===== src/rtl/wb_ram_pkg.sv =====
// rtl/wb_ram_pkg.sv - shared types and helpers for the Wishbone-to-RAM bridge
// Contents:
//   state_t    : bridge FSM states
//   log2       : ceiling log2 used to size address and byte-offset fields
//   merge_byte : per-byte read-modify-write select
package wb_ram_pkg;

   typedef enum logic [2:0] {
      IDLE,
      RD_WAIT,
      RMW_WAIT,
      WRITE,
      ACK
   } state_t;

   function automatic int log2(input int value);
      int result;
      result = 0;
      for (int i = 0; i < 31; i++) begin
         if ((1 << i) < value) begin
            result = i + 1;
         end
      end
      return result;
   endfunction

   function automatic logic [7:0] merge_byte(input logic       sel,
                                             input logic [7:0] new_byte,
                                             input logic [7:0] old_byte);
      return sel ? new_byte : old_byte;
   endfunction

endpackage


===== src/rtl/wb_ram_bridge.sv =====
// rtl/wb_ram_bridge.sv - Wishbone slave bridge onto a synchronous-read RAM
// Ports:
//   clk_i, rst_i      : clock, asynchronous active-high reset
//   wbs_*_i / wbs_*_o : Wishbone slave (byte address, byte selects, data, ack)
//   ram_r_addr_o      : RAM read address, combinational from the word index
//   ram_data_i        : RAM read data, valid one cycle after the read address
//   ram_we_o, ram_w_addr_o, ram_data_o : registered RAM write port
module wb_ram_bridge
   import wb_ram_pkg::*;
#(
   parameter int RAM_WORDS_SIZE  = 256,
   parameter int RAM_WORDS_WIDTH = 32,
   localparam int AW   = log2(RAM_WORDS_SIZE),
   localparam int SELW = RAM_WORDS_WIDTH / 8,
   localparam int BO   = log2(SELW)
) (
   input  logic                       clk_i,
   input  logic                       rst_i,
   input  logic                       wbs_cyc_i,
   input  logic                       wbs_stb_i,
   input  logic                       wbs_we_i,
   input  logic [SELW-1:0]            wbs_sel_i,
   input  logic [31:0]                wbs_adr_i,
   input  logic [RAM_WORDS_WIDTH-1:0] wbs_dat_i,
   output logic [RAM_WORDS_WIDTH-1:0] wbs_dat_o,
   output logic                       wbs_ack_o,
   output logic                       ram_we_o,
   output logic [AW-1:0]              ram_w_addr_o,
   output logic [RAM_WORDS_WIDTH-1:0] ram_data_o,
   output logic [AW-1:0]              ram_r_addr_o,
   input  logic [RAM_WORDS_WIDTH-1:0] ram_data_i
);

   state_t                     state, state_next;
   logic                       req;
   logic                       sel_full, sel_none;
   logic [AW-1:0]              word_idx;
   logic [RAM_WORDS_WIDTH-1:0] merged;

   logic                       ack_d, we_d;
   logic [AW-1:0]              waddr_d;
   logic [RAM_WORDS_WIDTH-1:0] wdata_d, rdata_d;

   // Upper address bits are deliberately ignored, so addresses alias.
   logic unused_adr;
   assign unused_adr = ^wbs_adr_i;

   assign req          = wbs_cyc_i & wbs_stb_i;
   assign word_idx     = wbs_adr_i[BO+AW-1:BO];
   assign ram_r_addr_o = word_idx;
   assign sel_full     = &wbs_sel_i;
   assign sel_none     = ~|wbs_sel_i;

   always_comb begin
      merged = '0;
      for (int i = 0; i < SELW; i++) begin
         merged[8*i +: 8] = merge_byte(wbs_sel_i[i], wbs_dat_i[8*i +: 8], ram_data_i[8*i +: 8]);
      end
   end

   always_ff @(posedge clk_i or posedge rst_i) begin
      if (rst_i) begin
         state <= IDLE;
      end else begin
         state <= state_next;
      end
   end

   always_comb begin
      state_next = state;
      case (state)
         IDLE: begin
            if (req) begin
               if (!wbs_we_i)     state_next = RD_WAIT;
               else if (sel_full) state_next = WRITE;
               else if (sel_none) state_next = ACK;
               else               state_next = RMW_WAIT;
            end
         end
         RD_WAIT:  state_next = wbs_cyc_i ? ACK   : IDLE;
         RMW_WAIT: state_next = wbs_cyc_i ? WRITE : IDLE;
         // The RAM write is already issued; losing cyc only skips the ack.
         WRITE:    state_next = wbs_cyc_i ? ACK   : IDLE;
         ACK:      state_next = IDLE;
         default:  state_next = IDLE;
      endcase
   end

   // Next values of the registered outputs; ack_d is only set on entry to ACK.
   always_comb begin
      ack_d   = 1'b0;
      we_d    = 1'b0;
      waddr_d = ram_w_addr_o;
      wdata_d = ram_data_o;
      rdata_d = wbs_dat_o;
      case (state)
         IDLE: begin
            if (req && wbs_we_i) begin
               waddr_d = word_idx;
               if (sel_full) begin
                  we_d    = 1'b1;
                  wdata_d = wbs_dat_i;
               end else if (sel_none) begin
                  ack_d = 1'b1;
               end
            end
         end
         RD_WAIT: begin
            if (wbs_cyc_i) begin
               rdata_d = ram_data_i;
               ack_d   = 1'b1;
            end
         end
         RMW_WAIT: begin
            if (wbs_cyc_i) begin
               wdata_d = merged;
               we_d    = 1'b1;
            end
         end
         WRITE: begin
            ack_d = wbs_cyc_i;
         end
         default: begin
         end
      endcase
   end

   always_ff @(posedge clk_i or posedge rst_i) begin
      if (rst_i) begin
         wbs_ack_o    <= 1'b0;
         ram_we_o     <= 1'b0;
         ram_w_addr_o <= '0;
         ram_data_o   <= '0;
         wbs_dat_o    <= '0;
      end else begin
         wbs_ack_o    <= ack_d;
         ram_we_o     <= we_d;
         ram_w_addr_o <= waddr_d;
         ram_data_o   <= wdata_d;
         wbs_dat_o    <= rdata_d;
      end
   end

endmodule


===== config.mk =====
export PLATFORM = sky130hd
export DESIGN_NAME = wb_ram_bridge
export DESIGN_NICKNAME = d
export VERILOG_FILES = /design/src/rtl/wb_ram_pkg.sv /design/src/rtl/wb_ram_bridge.sv
export SDC_FILE = /design/constraint.sdc
export NUM_CORES = 1
export LEC_CHECK = 0
export ABC_CLOCK_PERIOD_IN_PS = 2300
export CORE_MARGIN = 5
export CORE_UTILIZATION = 36
export CTS_CLUSTER_SIZE = 28
export DETAILED_ROUTE_END_ITERATION = 10
export PLACE_DENSITY = 0.77
export RECOVER_POWER = 25
export SLEW_MARGIN = 25
export SYNTH_ARGS = -nofsm -noshare
export SYNTH_HDL_FRONTEND = slang
export SYNTH_SLANG_ARGS = --single-unit

===== constraint.sdc =====
create_clock -name clk_i -period 2.3 [get_ports clk_i]
set_input_delay 0.46 -clock clk_i [delete_from_list [all_inputs] [get_ports clk_i]]
set_output_delay 0.46 -clock clk_i [all_outputs]
set_load 0.1 [all_outputs]

==> metrics <==
clock tree buffer depth 2; first-pass GRT wire length 13900 µm; Achievable Freq 476 MHz; std cell rows 36; worst path cell trace clkdlybuf4s50_1, or4bb_2, o31ai_4, buf_12, mux2_2; H-tree depth 3; Final ANT Viol Nets 0; DRT iter0 DRCs 51; synthesized net count 327; Synth Register Bits 77; routed length per instance 16.8 µm; CTS tree yes; DIE WIDTH 109 µm; Min-Delay Startpoint wbs_dat_o[26]; crit path capture type flip-flop; Yosys cell types 22; total core area 0.00968 mm²; period utilization 91.3%; slew margin rel. 8.08%; Final Hold Viols 0; hold path depth 1; Synth area leaders dfrtp_1 54%, mux2_2 24%, mux2_4 12%, buf_4 1.7%, nor4b_2 1.7%; Async SR Flop Fraction 100%; Starting Density 36.7%; post-layout minimum cycle time 2.10 ns; largest net degree at the start of global routing 47; number of max-cap violations 0; port bufs 162; layout cells sized above 1 57.2%; flop2flop setup slack 0.23 ns; final setup fails 0; Die ar. 0.0119 mm²; mapped cell area 0.00355 mm²; Layout area overhead 54.6%; prevailing post-synth register cell dfrtp_1; Ys Warns 0; WHS Endpoint wbs_dat_o[26]; initial antenna violation count 0; CTS buffer count 9; RSZ-0062 raised after global routing false; Yosys top cell by area dfrtp_1; Max Clock Skew 0.00504 ns; Post-synth EDFFs 0; slowest cell on the critical path or4bb_2; CTS-repair resized insts 0; DRT Wirelength 9000 µm; GP Congestion 0.844; CTS Hold Bufs 0; drt first pass iters 4; WP data arrival 2.32 ns; DRC errors left 0; Via density 4.64; ANT cells 0; Clk pin slew, worst setup/hold paths 0.08 ns; routed via count 2484; Mapped Cells 222; placed cell areas 0.00533 mm²; crit-path max FO 13; critical path class primary input to flip-flop; Hold WS 0.510 ns; status finished, final reports clean; Die Y-Extent 109 µm; DP HPWL 6750 µm; Syn Area/Cell 16.0 µm²; Total Routing Usage GR 15.2%; max incr delay on CP 0.67 ns; post-synth top area share 54.3%; Nets 504; CP Data Required Time 2.53 ns; Top Ports 187; Seq/Total Area, Yosys 54.3%; Overflow after GRT 0; Root Buffer Master clkbuf_8; actual slew at the worst max-slew pin 1.38 ns; Layout Cell Area excl Fill 0.00549 mm²; Worst Hold Class flip-flop to flip-flop; vias in the first global route 2685; worst skew pair latency 0.34 ns; Worst setup startpoint wbs_cyc_i; CTS Sinks 77; R2R depth 4; FF-to-FF End ram_data_o[31]; Crit Reg-Reg Startpoint state[2]; max-slew violation count 0; Post-CTS Setup Bufs 0; crit path launch type primary input
==> layout by cell type, fill, tap and decap left out, drive strengths merged <==
cell / n
o31ai: 1
or4: 1
dfrtp: 77
clkdlybuf4s50: 80
nand2: 2
nor2: 1
mux2: 104
bufinv: 1
or3: 1
a21boi: 1
a21oi: 2
o32ai: 2
o21a: 1
or4bb: 1
and4bb: 1
nor3: 2
nor4b: 4
clkbuf: 11
buf: 101
dlymetal6s2s: 1
nand3: 2
clkinvlp: 3
nand4: 1
clkinv: 1
==> cell type report <==
type	count	area, µm²
Clock buffer	10	138
Clock inverter	4	50.0
Fill cell	804	4200
Inverter	1	5.00
Multi-Input combinational cell	127	1490
Sequential cell	77	1930
Tap cell	133	166
Timing Repair Buffer	183	1710
==> per-stage QoR <==
step           TNS [ns]  setup WS [ns]  instances  util (%)
2_1_floorplan         0          0.292        222         -
6_report              0          0.201        535      56.7
3_3_place_gp      -3.69         -0.149        521      55.0
3_5_place_dp      -3.70         -0.144        521      55.0
4_1_cts               0          0.219        535      56.9
5_1_grt               0          0.157        535      56.7
==> worst max-delay path, delay by kind of cell <==
family | cells | cell delay [ns]
buffers and inverters | 2 | 0.71
AND/OR/NAND/NOR | 1 | 0.67
multiplexers | 1 | 0.34
AO/OA/AOI/OAI | 1 | 0.14
==> worst max-delay path by stage <==
stage	cells after the start	slack, ns	end
finish	5	0.20	ram_data_o[31]
global route	4	0.16	ram_data_o[31]
CTS	5	0.22	ram_data_o[31]
detailed placement	5	-0.14	ram_data_o[31]
global placement	5	-0.15	ram_data_o[31]
floorplan	6	0.29	ram_data_o[10]
==> registers in the layout, indices dropped and copies added, names as in the netlist <==
register	cells
ram_data_o	32
wbs_dat_o	32
ram_w_addr_o	8
state	3
ram_we_o	1
wbs_ack_o	1
==> Yosys cell counts, types with 2 or more instances <==
cell type and count:
dfrtp_1 77, mux2_2 75, mux2_4 29, buf_4 8, buf_6 5, buf_2 4
nor4b_2 4, a21oi_1 2, nand2_1 2, nand3_1 2, nor3_1 2, o32ai_1 2
==> cells by family after synthesis <==
logic type / Yosys count / synth area share [%]
AND/OR/NAND/NOR: 16 / 3.91
buffers and inverters: 18 / 3.95
flip-flops: 77 / 54.3
multiplexers: 104 / 36.1
AO/OA/AOI/OAI: 7 / 1.80
==> metal layers <==
layer,share of wire (%),vias to the layer above,track usage [%]
met5,0,-,0
met4,0.72,0,3.56
met3,6.8,6,4.93
met2,51,90,26.4
met1,41,1235,18.3
li1,-,1153,-
Power is not shown: default switching activity piles up to over one toggle a cycle in this logic, so the estimate is an artifact.
